===== config.mk =====
export PLATFORM = sky130hd
export DESIGN_NAME = fifo_burst_drain
export DESIGN_NICKNAME = d
export VERILOG_FILES = /design/src/rtl/fifo_burst_drain.sv
export SDC_FILE = /design/constraint.sdc
export NUM_CORES = 1
export LEC_CHECK = 0
export CORE_MARGIN = 2
export CORE_UTILIZATION = 43
export DETAILED_ROUTE_END_ITERATION = 7
export PLACE_DENSITY = 0.85
export SLEW_MARGIN = 20
export SYNTH_ARGS = -nofsm -noshare
export SYNTH_HDL_FRONTEND = slang
export SYNTH_SLANG_ARGS = --single-unit

===== constraint.sdc =====
create_clock -name clockCore -period 2.2 [get_ports clockCore]
set_input_delay 0.44 -clock clockCore [delete_from_list [all_inputs] [get_ports clockCore]]
set_output_delay 0.44 -clock clockCore [all_outputs]
set_load 0.01 [all_outputs]

===== src/rtl/fifo_burst_drain.sv =====
// fifo_burst_drain
//   Drains a show-ahead FIFO into a valid/ready stream in framed bursts. A burst
//   is committed once the FIFO holds a full target burst, or once a partial
//   FIFO has sat idle for flushTimeout cycles. The committed length is frozen
//   until the burst completes. Output beats are registered and carry first-beat
//   (txSop) and last-beat (txEop) markers.
//
// Ports
//   clockCore, resetCore : clock, asynchronous active-low reset
//   fifoEmpty/fifoDepth  : FIFO status (occupancy 0..8)
//   fifoData/fifoPop     : FIFO head word and pop strobe
//   burstLen             : target burst length, 0 means 8
//   flushTimeout         : idle cycles before a short burst is forced, 0 = never
//   txData/txValid/txSop/txEop/txReady : registered output stream
//   busy                 : a burst is in progress
//   underrunErr          : sticky, FIFO ran dry inside a committed burst
module fifo_burst_drain #(
   parameter int unsigned DATA_WIDTH  = 64,
   parameter int unsigned DEPTH_WIDTH = 4
) (
   input  logic                   clockCore,
   input  logic                   resetCore,
   input  logic                   fifoEmpty,
   input  logic [DEPTH_WIDTH-1:0] fifoDepth,
   input  logic [DATA_WIDTH-1:0]  fifoData,
   output logic                   fifoPop,
   input  logic [DEPTH_WIDTH-1:0] burstLen,
   input  logic [7:0]             flushTimeout,
   output logic [DATA_WIDTH-1:0]  txData,
   output logic                   txValid,
   output logic                   txSop,
   output logic                   txEop,
   input  logic                   txReady,
   output logic                   busy,
   output logic                   underrunErr
);

   typedef enum logic [0:0] {StIdle, StSend} state_e;

   localparam logic [DEPTH_WIDTH-1:0] MaxLen = DEPTH_WIDTH'(8);

   state_e                 state_q, state_d;
   logic [DEPTH_WIDTH-1:0] remaining_q, remaining_d;
   logic                   first_q, first_d;
   logic [7:0]             timer_q, timer_d;
   logic [DATA_WIDTH-1:0]  tx_data_q, tx_data_d;
   logic                   tx_valid_q, tx_valid_d;
   logic                   tx_sop_q, tx_sop_d;
   logic                   tx_eop_q, tx_eop_d;
   logic                   underrun_q, underrun_d;

   logic [DEPTH_WIDTH-1:0] eff_len;
   logic                   depth_ok;
   logic                   flush_ok;
   logic                   tx_accept;
   logic                   fifo_pop;

   assign eff_len   = (burstLen == '0) ? MaxLen : burstLen;
   assign depth_ok  = (fifoDepth >= eff_len);
   assign flush_ok  = (flushTimeout != 8'd0) && !fifoEmpty && (timer_q == flushTimeout);
   assign tx_accept = tx_valid_q && txReady;

   // Pop only when the output register is free or is being emptied this cycle.
   assign fifo_pop  = (state_q == StSend) && !fifoEmpty && (remaining_q != '0) &&
                      (!tx_valid_q || txReady);

   always_comb begin
      state_d     = state_q;
      remaining_d = remaining_q;
      first_d     = first_q;
      timer_d     = timer_q;
      tx_data_d   = tx_data_q;
      tx_valid_d  = tx_valid_q;
      tx_sop_d    = tx_sop_q;
      tx_eop_d    = tx_eop_q;
      underrun_d  = underrun_q;

      case (state_q)
         StIdle: begin
            if (fifoEmpty || depth_ok) begin
               timer_d = '0;
            end else if (timer_q != 8'hFF) begin
               timer_d = timer_q + 8'd1;
            end
            // A full burst wins over a timeout flush; length is latched here.
            if (depth_ok || flush_ok) begin
               state_d     = StSend;
               remaining_d = depth_ok ? eff_len : fifoDepth;
               first_d     = 1'b1;
               timer_d     = '0;
            end
         end
         StSend: begin
            timer_d = '0;
            if (fifoEmpty && (remaining_q != '0)) begin
               underrun_d = 1'b1;
            end
            // Leave once every beat is popped and the last one is gone or leaving.
            if ((remaining_q == '0) && (!tx_valid_q || txReady)) begin
               state_d = StIdle;
            end
         end
         default: state_d = StIdle;
      endcase

      if (fifo_pop) begin
         tx_data_d   = fifoData;
         tx_valid_d  = 1'b1;
         tx_sop_d    = first_q;
         tx_eop_d    = (remaining_q == DEPTH_WIDTH'(1));
         remaining_d = remaining_q - DEPTH_WIDTH'(1);
         first_d     = 1'b0;
      end else if (tx_accept) begin
         tx_valid_d = 1'b0;
         tx_sop_d   = 1'b0;
         tx_eop_d   = 1'b0;
      end
   end

   always_ff @(posedge clockCore or negedge resetCore) begin
      if (!resetCore) begin
         state_q     <= StIdle;
         remaining_q <= '0;
         first_q     <= 1'b0;
         timer_q     <= '0;
         tx_data_q   <= '0;
         tx_valid_q  <= 1'b0;
         tx_sop_q    <= 1'b0;
         tx_eop_q    <= 1'b0;
         underrun_q  <= 1'b0;
      end else begin
         state_q     <= state_d;
         remaining_q <= remaining_d;
         first_q     <= first_d;
         timer_q     <= timer_d;
         tx_data_q   <= tx_data_d;
         tx_valid_q  <= tx_valid_d;
         tx_sop_q    <= tx_sop_d;
         tx_eop_q    <= tx_eop_d;
         underrun_q  <= underrun_d;
      end
   end

   assign fifoPop     = fifo_pop;
   assign txData      = tx_data_q;
   assign txValid     = tx_valid_q;
   assign txSop       = tx_sop_q;
   assign txEop       = tx_eop_q;
   assign busy        = (state_q == StSend);
   assign underrunErr = underrun_q;

endmodule


==> Yosys cells after proc, flatten, opt, wreduce, memory -nomap -nowiden <==
Cells that the tools add are included.
{ "word_totals": {"reg_bits": 82, "out_inout_bits": 70, "word_cells": 58} }
{ "classes": {"add_sub_neg": 2, "n_lt_le_gt_ge": 1, "eq_ne": 5, "muxes": 19, "n_bitwise": 1, "reduce_logical": 21} }
{ "ops": {"columns": ["operator", "count"], "rows": [
  ["$mux W8", 3],
  ["$mux W4", 5],
  ["$pmux W8 S2", 1],
  ["$mux W1", 9],
  ["$add A8 B1 Y8 const B", 1],
  ["$eq A8 B8 Y1", 1],
  ["$logic_and A1 B1 Y1", 8],
  ["$logic_not A4 Y1", 2],
  ["$ne A8 B8 Y1 const B", 1],
  ["$reduce_bool A8 Y1", 1],
  ["$eq A4 B1 Y1 const B", 1],
  ["$ge A4 B4 Y1", 1],
  ["$ne A4 B4 Y1 const B", 1],
  ["$reduce_and A2 Y1", 2],
  ["$reduce_bool A2 Y1", 2],
  ["$reduce_bool A4 Y1", 1],
  ["$sub A4 B1 Y4 const B", 1],
  ["$logic_or A1 B1 Y1", 3],
  ["$logic_not A1 Y1", 2],
  ["$ne A2 B2 Y1 const B", 1],
  ["$pmux W1 S2", 1],
  ["$not A1 Y1", 1]
]} }

==> Depth between registers and ports, before layout <==
Gate-level depths: netlist of run 1.
{ "depth": {"depth_word": 7, "mapped_depth": 9, "depth_no_buf": 8} }

==> Worst setup path after synthesis of run 1 <==
No wires, ideal clock.
{ "synth_path": {"path_type": "in2reg", "start": "input port burstLen[0]", "end": "register state_q (netlist: busy)", "setup_ns": 0.121, "t_arrival_ns": 1.877, "path_slack_ns": 0.201, "cell_stages": 8, "path_buffers": 2, "cell_sequence": "clkbuf_1 ha_1 nand2b_4 a2111oi_4 or2_2 buf_2 nand2_1 o22a_1"} }
{ "synth_via": {"elab_chain_cells": 6} }
{ "synth_rtl": {"columns": ["item", "line_no", "rtl"], "rows": [
  ["from (decl)", "27", "input logic [DEPTH_WIDTH-1:0] burstLen,"],
  ["$logic_not A4 Y1", "58", "assign eff_len = (burstLen == '0) ? MaxLen : burstLen;"],
  ["$mux W4 (*)", "58", null],
  ["$ge A4 B4 Y1 (*)", "59", "assign depth_ok = (fifoDepth >= eff_len);"],
  ["$logic_or A1 B1 Y1 (*)", "86", "if (depth_ok || flush_ok) begin"],
  ["$mux W1 (*)", "86", null],
  ["$pmux W1 S2 (*)", "78", "case (state_q)"],
  ["via state_d", "42", "state_e state_q, state_d;"],
  ["to (signal assigned)", "122", "state_q <= StIdle;"],
  ["to (signal assigned)", "132", "state_q <= state_d;"],
  ["to (decl)", "42", null]
]} }
The timed path passes the listed nets; every way through them passes the cells marked *.
A chain may end at the register's enable or synchronous reset.

==> Worst setup path in the final report of run 1 <==
{ "layout_path": {"start": "input port fifoDepth[0]", "end": "register remaining_q[3]"} }
{ "layout_via": {"elab_chain_cells": 5, "word_cells_on_any_way": 8, "cone_classes": "order compare: 1; mux: 4; reduce/logical: 3"} }
{ "layout_rtl": {"columns": ["item", "line_no", "rtl"], "rows": [
  ["from (decl)", "24", "input logic [DEPTH_WIDTH-1:0] fifoDepth,"],
  ["$ge A4 B4 Y1 (*)", "59", null],
  ["$mux W4", "88", "remaining_d = depth_ok ? eff_len : fifoDepth;"],
  ["$mux W4", "86", null],
  ["$mux W4", "78", null],
  ["$mux W4", "106", "if (fifo_pop) begin"],
  ["to (signal assigned)", "133", "remaining_q <= remaining_d;"],
  ["to (decl)", "43", "logic [DEPTH_WIDTH-1:0] remaining_q, remaining_d;"]
]} }
Mark *: on every way between the ends. The rest lies on a longest branch, timed or not. The select of a mux whose other input is x is not followed.

==> results.py, run 1 <==
metrics = {
    "synthesis": {
        "ys_seq_area_frac": 0.566,
        "async_reset_ff_frac": 1.00,
        "synth_cell_types": 39,
        "synth_area_sq_um": 3630,
        "syn-num-nets": 494,
        "yosys_warnings": 0,
        "synth.avg_cell_area_sq_um": 9.00,
        "ys_ff_latch": 82,
        "yosys.area_share.simple": 0.284,
        "synth_top_family_by_area": "simple AND/OR/NAND/NOR gates",
        "synthCells": 403,
        "synthMuxAreaShare": 0.0110,
        "synth_xor_area_frac": 0.0314,
        "yosys.area.top_type": "dfrtp_1",
        "synthFlopType": "dfrtp_1",
        "synthAdderAreaFrac": 0.0242,
        "netlist.area_leader.share": 0.566,
        "synth_compound_area_frac": 0.0559,
        "synthTopCellsByArea": "dfrtp_1 (57%), nand2_1 (21%), ha_1 (2.4%), xor2_1 (2.4%), nor2_1 (1.4%)",
        "synth_edf_count": 0,
    },
    "placement": {
        "dp.cells": 659,
        "gp_congestion": 0.728,
        "port_buffers": 153,
        "dpl_cell_area_sq_um": 5340,
        "dp_hpwl_um": 6810,
    },
    "run": {
        "max_cap_viol_count": 0,
    },
    "setup_path": {
        "crit_start": "fifoDepth[0]",
        "r2r-end": "remaining_q[3]$_DFFE_PN0P_",
        "reg2reg_slack_ns": 0.15,
        "cp_slowest_cell": "clkdlybuf4s50_1",
        "critPathArrivalTime_ns": 2.35,
        "cp.required_ns": 2.42,
        "worstReg2RegStart": "remaining_q[0]$_DFFE_PN0P_",
        "crit_family": "buffers and inverters",
        "path_max_fanout": 4,
        "critPathMaxStageDelay_ns": 0.45,
        "path_depth": 9,
        "crit_chain": "clkdlybuf4s50_1, inv_1, ha_1, nand2b_4, a2111oi_4, buf_4, nor4_1, a311oi_1, mux2i_1",
        "crit_type": "input pin to flop",
        "critPathLaunchType": "input pin",
        "critPathBufInv": 3,
        "ff2ff_path_depth": 8,
        "endpoint_kind": "flop",
    },
    "finish": {
        "finish.utilization": 0.688,
        "nNetsFinal": 659,
        "final_area_sq_um": 5630,
        "antenna_cells": 0,
        "area_delta_synth_final_pct": 55.2,
        "final_layout_size_suffix_gt1_frac": 0.0890,
        "final_cells": 678,
    },
    "timing": {
        "rsz0062_at_grt": "false",
        "fin_crit_sh": 0.970,
        "clock-skew-final_ns": 0.0112,
        "fmax_mhz": 469,
        "slew_violations": 0,
        "slew_headroom": 0.687,
        "finalSetupViolCount": 0,
        "worst_pin_slew_ns": 0.457,
        "post-route-min-period_ns": 2.13,
        "final_hold_viol_count": 0,
    },
    "route": {
        "vias": 3316,
        "ant_nets": 0,
        "wl_per_cell_um": 13.6,
        "wl_um": 9240,
        "firstDrtPassIters": 4,
        "route.detailed.drc": 0,
        "drt_iter0_markers": 87,
        "vias_per_cell": 4.89,
    },
    "cts": {
        "numCtsBuffers": 9,
        "clk_latency_ns": 0.35,
        "root_buffer": "clkbuf_8",
        "h-tree-depth": 3,
        "clk_pin_slew_worst_paths_ns": 0.08,
        "cts.path.max_buffers": 2,
        "cts_tree": "built",
        "cts.sinks": 82,
    },
    "power_and_ir_drop": {
        "power_leakage_nw": 2.71,
        "ir_drop_mv": 0.590,
        "p_per_area_nw_per_um2": 1220,
    },
    "grt": {
        "grtUsageTotal": 0.201,
        "grt_max_degree": 52,
        "grt_pass1_wl_um": 14300,
        "grt_pass1_vias": 3169,
        "grt-ovfl-total": 0,
        "grt_antenna_before_repair": 0,
    },
    "floorplan": {
        "ios": 154,
        "start_util": 0.444,
        "die_h_um": 95.8,
        "rows": 33,
        "die_w_um": 95.8,
        "dieArea_sq_um": 9180,
        "core_sq_um": 8180,
    },
    "run_status": {
        "status": "finished, final reports clean",
    },
    "worst_hold_path": {
        "hold_class": "input pin to async pin",
    },
}
## Yosys cell counts, types with 2 or more instances
library cell    n
nor4_1          6
nand4_1         2
nor2_1         14
ha_1            7
dfrtp_1        82
nor3_1          5
or2_2           2
and2_1          2
xor2_1         10
o21ai_0         5
nand3_1         6
and3_1          3
nand2_1       200
o21a_1          2
a311oi_1        2
xnor2_1         3
clkbuf_1        7
inv_1           5
buf_1           4
a21oi_1         7
buf_2           7
a211oi_1        2
mux2i_1         4
## stage by stage
step           worst slack, ns  TNS (ns)  hold slack, ns  power, mW
2_1_floorplan            0.201         0           0.144       3.87
3_3_place_gp            -0.252     -3.87           0.400       5.54
3_5_place_dp            -0.312     -4.86           0.407       5.65
4_1_cts                 0.0576         0          0.0269       6.89
5_1_grt                0.00244         0          0.0437       7.37
6_report                0.0670         0          0.0265       6.89
## flip-flops by register name (all words and copies together), names as in the netlist
register	flops
remaining_q	4
txEop	1
txData	64
timer_q	8
first_q	1
busy	1
underrunErr	1
txSop	1
txValid	1
## worst max-delay path by stage
stage and to:
6_report remaining_q[3]$_DFFE_PN0P_, 5_1_grt fifoPop, 4_1_cts fifoPop, 3_5_place_dp remaining_q[3]$_DFFE_PN0P_
3_3_place_gp remaining_q[1]$_DFFE_PN0P_, 2_1_floorplan busy$_DFF_PN0_
## cell type report
type | instances | area [sq um]
fill | 629 | 2550
sequential | 82 | 2050
timing repair buffer | 172 | 1700
multi-input combinational | 297 | 1510
tap | 105 | 131
clock buffer | 10 | 128
clock inverter | 6 | 90.1
inverter | 6 | 22.5
## repair_timing
action | in CTS | in global routing
endpoints found under the setup margin | 25 | 15
resized for setup | 8 | 9
hold buffers | 0 | 0
cloned | 0 | 0
endpoints found under the hold margin | 0 | 0
buffers inserted | 2 | 1
## cells by family after synthesis
kind of cell / count (synthesis)
buffers and inverters: 24
flip-flops: 82
AO/OA/AOI/OAI: 27
multiplexers: 4
XOR/XNOR: 13
AND/OR/NAND/NOR: 246
adder cells (fa/ha/maj): 7
## layer usage
layer,vias to the layer above,share of wire,global-route usage
met3,10,0.067,0.0454
li1,1625,-,-
met2,111,0.50,0.359
met4,0,0.011,0.0643
met1,1570,0.42,0.239
met5,-,0,0
## power breakdown
group	switching, mW	internal [mW]
sequential	0.361	2.14
combinational	1.48	1.71
clock	0.553	0.644
## cell usage in the layout, fill, tap and decap left out, types with 5 or more instances in the layout
cell             count
nand2_1            200
clkdlybuf4s50_1    150
dfrtp_1             82
buf_4               16
nor2_1              14
xor2_1              10
clkbuf_8             9
a21oi_1              7
nand3_1              6
ha_1                 6
nor4_1               5
o21ai_0              5
Power figures use the tool's default switching activity.
==> run 2: changes to the inputs <==
CORE_UTILIZATION = 30   (was 43)
MAX_ROUTING_LAYER = met4   (was unset)
PLACE_DENSITY = 0.64   (was 0.85)
==> results.py, run 2 (same netlist as run 1, synthesis figures left out) <==
metrics = {
    "timing": {
        "slew_headroom": 0.661,
        "slew_violations": 0,
        "final_hold_viol_count": 0,
        "clock-skew-final_ns": 0.00463,
        "worst_slack_ns": 0.0844,
        "post-route-min-period_ns": 2.12,
        "worst_pin_slew_ns": 0.508,
        "fmax_mhz": 473,
        "whs_ns": 0.0647,
        "fin_crit_sh": 0.962,
        "finalSetupViolCount": 0,
    },
    "finish": {
        "final_cell_mix": "nand2_1 (200), clkdlybuf4s50_1 (151), dfrtp_1 (82)",
        "seq_area_sq_um": 2050,
        "antenna_cells": 0,
        "area_delta_synth_final_pct": 59.5,
        "finish.utilization": 0.485,
        "multi_input_area_sq_um": 1500,
        "fillCellCount": 1161,
        "largest_reg_flops": 64,
        "final_layout_size_suffix_gt1_frac": 0.0939,
        "layout_commonest_cell": "nand2_1",
        "nNetsFinal": 661,
    },
    "cts": {
        "clk_pin_slew_worst_paths_ns": 0.06,
        "ctsHoldBuffers": 0,
        "h-tree-depth": 3,
        "numCtsBuffers": 9,
        "clk_latency_ns": 0.34,
        "root_buffer": "clkbuf_16",
        "cts_tree": "built",
        "cts.path.max_buffers": 2,
        "cts.sinks": 82,
    },
    "floorplan": {
        "dieArea_sq_um": 13000,
        "ios": 154,
        "die_h_um": 114,
        "core_sq_um": 11900,
        "die_w_um": 114,
        "start_util": 0.304,
        "rows": 40,
    },
    "setup_path": {
        "endpoint_kind": "primary output",
        "reg2reg_slack_ns": 0.14,
        "setup.worst_path.end": "fifoPop",
        "worstReg2RegStart": "remaining_q[1]$_DFFE_PN0P_",
        "critPathBufInv": 3,
        "critPathArrivalTime_ns": 1.68,
        "crit_type": "flop to primary output",
        "crit_start": "remaining_q[1]$_DFFE_PN0P_",
        "critPathMaxStageDelay_ns": 0.40,
        "ff2ff_path_depth": 9,
        "cp.required_ns": 1.76,
        "critPathLaunchType": "flop",
        "r2r-end": "remaining_q[3]$_DFFE_PN0P_",
        "crit_chain": "inv_2, ha_2, or3b_4, nand4b_4, inv_2, buf_2",
        "cp_common_cell": "inv_2",
        "path_max_fanout": 3,
        "crit_family": "simple AND/OR/NAND/NOR gates",
        "cp_slowest_cell": "dfrtp_1",
        "path_depth": 6,
    },
    "grt": {
        "top_usage_layer": "met2",
        "grt_pass1_vias": 3354,
        "grt_max_degree": 47,
        "grt_antenna_before_repair": 0,
        "grt_pass1_wl_um": 16300,
        "grtUsageMet1": 0.193,
        "grtUsageTotal": 0.164,
        "met3_usage": 0.0537,
        "use_met2": 0.274,
        "grt-ovfl-total": 0,
    },
    "placement": {
        "port_buffers": 153,
        "gp_congestion": 0.846,
        "dp_hpwl_um": 7280,
        "post-place-ws_ns": -0.323,
    },
    "power_and_ir_drop": {
        "totalPowerFinal_mw": 7.25,
        "power_leakage_nw": 2.75,
        "p_per_area_nw_per_um2": 1250,
        "ir_drop_mv": 0.589,
    },
    "route": {
        "vias_per_cell": 4.55,
        "firstDrtPassIters": 4,
        "wl_per_cell_um": 13.7,
        "wl_um": 9880,
        "vias": 3282,
        "route.detailed.drc": 0,
        "drt_iter0_markers": 173,
        "ant_nets": 0,
    },
    "run_status": {
        "status": "finished, final reports clean",
    },
    "worst_hold_path": {
        "hold_class": "input pin to async pin",
    },
    "run": {
        "max_cap_viol_count": 0,
    },
}
-- run 2: worst register-to-register path, cell delays in order, from the launching register on --
cell and delay [ns]:
dfrtp_1 0.40, inv_2 0.07, ha_2 0.17, or3b_4 0.40
nand4b_4 0.12, inv_2 0.05, buf_4 0.20, nor4_1 0.40
a311oi_2 0.06, mux2i_1 0.13
-- run 2: final cells by class --
type	count	area share
Clock buffer	13	0.0485
Clock inverter	3	0.00779
Inverter	6	0.00390
Multi-Input combinational cell	297	0.259
Sequential cell	82	0.355
Tap cell	147	0.0318
Timing Repair Buffer	174	0.294
-- run 2: what timing repair did --
action,CTS,global route
pin swaps,0,1
buffers inserted,0,0
setup endpoints to repair,39,42
resized for setup,8,5
-- run 2: worst min path at each step --
stage	endpoint	slack (ns)	cells past startpoint
2_1_floorplan	busy$_DFF_PN0_	0.14	0
3_3_place_gp	txData[49]$_DFFE_PN0P_	0.44	1
3_5_place_dp	txData[50]$_DFFE_PN0P_	0.45	1
4_1_cts	txData[50]$_DFFE_PN0P_	0.08	1
5_1_grt	txData[50]$_DFFE_PN0P_	0.09	1
6_report	txData[50]$_DFFE_PN0P_	0.06	1
-- run 2: metal layers --
layer  wire length (um)  share of wire
met5                  0              0
met4                 88         0.0089
met3                685          0.069
met2               4800           0.49
met1               4300           0.44
-- run 2: metrics by stage --
step,instance area (sq um),instances,setup TNS [ns]
3_5_place_dp,5430,706,-4.20
4_1_cts,5760,722,0
6_report,5780,722,0
5_1_grt,5780,722,-0.00105
3_3_place_gp,5430,706,-3.19
2_1_floorplan,3630,403,0
-- run 2: power breakdown --
part | switching, mW | leakage, nW | internal [mW]
logic | 1.46 | 1.58 | 1.67
registers | 0.383 | 1.02 | 2.15
clock network | 0.585 | 0.154 | 1.00
total | 2.43 | 2.75 | 4.82
==> run 3: changes to the inputs <==
CORE_UTILIZATION = 40   (was 30)
PLACE_DENSITY = 0.8   (was 0.64)
==> results.py, run 3 (same netlist as run 1, synthesis figures left out) <==
metrics = {
    "timing": {
        "worst_slack_ns": 0.0796,
        "fmax_mhz": 472,
        "slew_violations": 0,
        "final_hold_viol_count": 0,
        "rsz0062_at_grt": "false",
        "worst_pin_slew_ns": 0.474,
        "clock-skew-final_ns": 0.0107,
        "finalSetupViolCount": 0,
        "post-route-min-period_ns": 2.12,
        "slew_headroom": 0.681,
        "whs_ns": 0.0375,
        "fin_crit_sh": 0.964,
    },
    "worst_hold_path": {
        "hold_class": "input pin to async pin",
    },
    "finish": {
        "largest_reg_flops": 64,
        "antenna_cells": 0,
        "final_cell_mix": "nand2_1 (200), clkdlybuf4s50_1 (150), dfrtp_1 (82)",
        "layout_commonest_cell": "nand2_1",
        "final_layout_size_suffix_gt1_frac": 0.0991,
        "nNetsFinal": 662,
        "final_cells": 683,
        "area_delta_synth_final_pct": 55.7,
    },
    "cts": {
        "cts.sinks": 82,
        "root_buffer": "clkbuf_8",
        "clk_pin_slew_worst_paths_ns": 0.08,
        "clk_latency_ns": 0.34,
        "cts_tree": "built",
        "cts.path.max_buffers": 2,
        "h-tree-depth": 3,
        "numCtsBuffers": 9,
    },
    "floorplan": {
        "dieArea_sq_um": 9840,
        "ios": 154,
        "rows": 34,
        "die_w_um": 99.2,
        "start_util": 0.414,
        "core_sq_um": 8760,
        "die_h_um": 99.2,
    },
    "grt": {
        "grt_pass1_vias": 3324,
        "grt_antenna_before_repair": 0,
        "grt_pass1_wl_um": 15300,
        "grt-ovfl-total": 0,
        "grtUsageTotal": 0.198,
        "grt_max_degree": 45,
    },
    "power_and_ir_drop": {
        "p_int_mw": 4.35,
        "switchingPower_mw": 2.35,
        "power_leakage_nw": 2.71,
        "combPwrFrac": 0.470,
        "totalPowerFinal_mw": 6.70,
        "p_per_area_nw_per_um2": 1190,
        "ir_drop_mv": 0.532,
        "pwr-share-seq": 0.375,
        "switching_share": 0.351,
        "clockPowerShare": 0.155,
    },
    "setup_path": {
        "cp.required_ns": 2.45,
        "critPathArrivalTime_ns": 2.37,
        "crit_chain": "clkdlybuf4s50_1, nor3_1, nor2_1, ha_2, o21a_1, nor2_4, or3_4, and2_1, o211ai_1",
        "critPathMaxStageDelay_ns": 0.44,
        "endpoint_kind": "flop",
        "crit_type": "input pin to flop",
        "critPathLaunchType": "input pin",
        "path_max_fanout": 4,
        "cp_slowest_cell": "clkdlybuf4s50_1",
    },
    "route": {
        "route.detailed.drc": 0,
        "drt_iter0_markers": 108,
        "vias_per_cell": 4.82,
        "wl_per_cell_um": 13.6,
        "ant_nets": 0,
        "firstDrtPassIters": 4,
        "vias": 3290,
        "wl_um": 9280,
    },
    "run_status": {
        "status": "finished, final reports clean",
    },
    "placement": {
        "port_buffers": 153,
        "gp_congestion": 0.773,
        "dp.cells": 666,
        "post-place-ws_ns": -0.341,
        "dp_hpwl_um": 6820,
    },
    "run": {
        "max_cap_viol_count": 0,
    },
}
run 3: power groups by stage:
stage / sequential, mW / clock (mW) / combinational, mW
finish: 2.51 / 1.04 / 3.15
global route: 2.60 / 1.15 / 3.46
CTS: 2.52 / 1.08 / 3.14
floorplan: 2.78 / 0 / 1.09
global placement: 2.51 / 0 / 3.06
detailed placement: 2.54 / 0 / 3.13
run 3: cell type report:
cell class / count / area [sq um]
Fill cell: 703 / 3120
Sequential cell: 82 / 2050
Timing Repair Buffer: 175 / 1720
Multi-Input combinational cell: 297 / 1540
Tap cell: 108 / 135
Clock buffer: 10 / 128
Clock inverter: 5 / 56.3
Inverter: 6 / 22.5
run 3: worst max-delay path: cells and delay by family:
| kind | cells | cell delay, ns |
|---|---|---|
| fa+ha+maj | 1 | 0.31 |
| buf+inv | 1 | 0.44 |
| compound gates | 2 | 0.32 |
| simple gates | 5 | 0.86 |
run 3: timing repair:
| action | in CTS | in global routing |
|---|---|---|
| setup buffers | 0 | 2 |
| pin swaps | 0 | 5 |
| cloned | 0 | 0 |
| hold buffers | 0 | 0 |
| endpoints found under the setup margin | 6 | 8 |
| resized for setup | 7 | 15 |
run 3: path summary, 6_finish.rpt:
kind                                       startpoint                    endpoint  slack (ns)  cells past startpoint
min reg2reg                    txData[42]$_DFFE_PN0P_      txData[42]$_DFFE_PN0P_        0.48                      2
min                                         resetCore      txData[52]$_DFFE_PN0P_        0.04                      1
max reg2reg                remaining_q[1]$_DFFE_PN0P_  remaining_q[1]$_DFFE_PN0P_        0.20                      8
max                                       burstLen[1]  remaining_q[0]$_DFFE_PN0P_        0.08                      9
max in group asynchronous                   resetCore  remaining_q[0]$_DFFE_PN0P_        1.58                      2
min in group clockCore         txData[42]$_DFFE_PN0P_      txData[42]$_DFFE_PN0P_        0.48                      2
run 3: per-layer routing:
metal	share of wire	vias up	GRT usage
met3	0.069	13	0.0478
met2	0.48	107	0.323
met5	0	-	-
met1	0.44	1540	0.249
li1	-	1630	-
met4	0.013	0	0.0548
run 3: per-stage QoR:
step | utilization | setup TNS [ns] | area, sq um
after detailed placement | 0.614 | -3.84 | 5380
after global routing | 0.644 | 0 | 5640
after floorplan | - | 0 | 3630
final | 0.644 | 0 | 5640
after CTS | 0.635 | 0 | 5560
after global placement | 0.614 | -3.01 | 5380
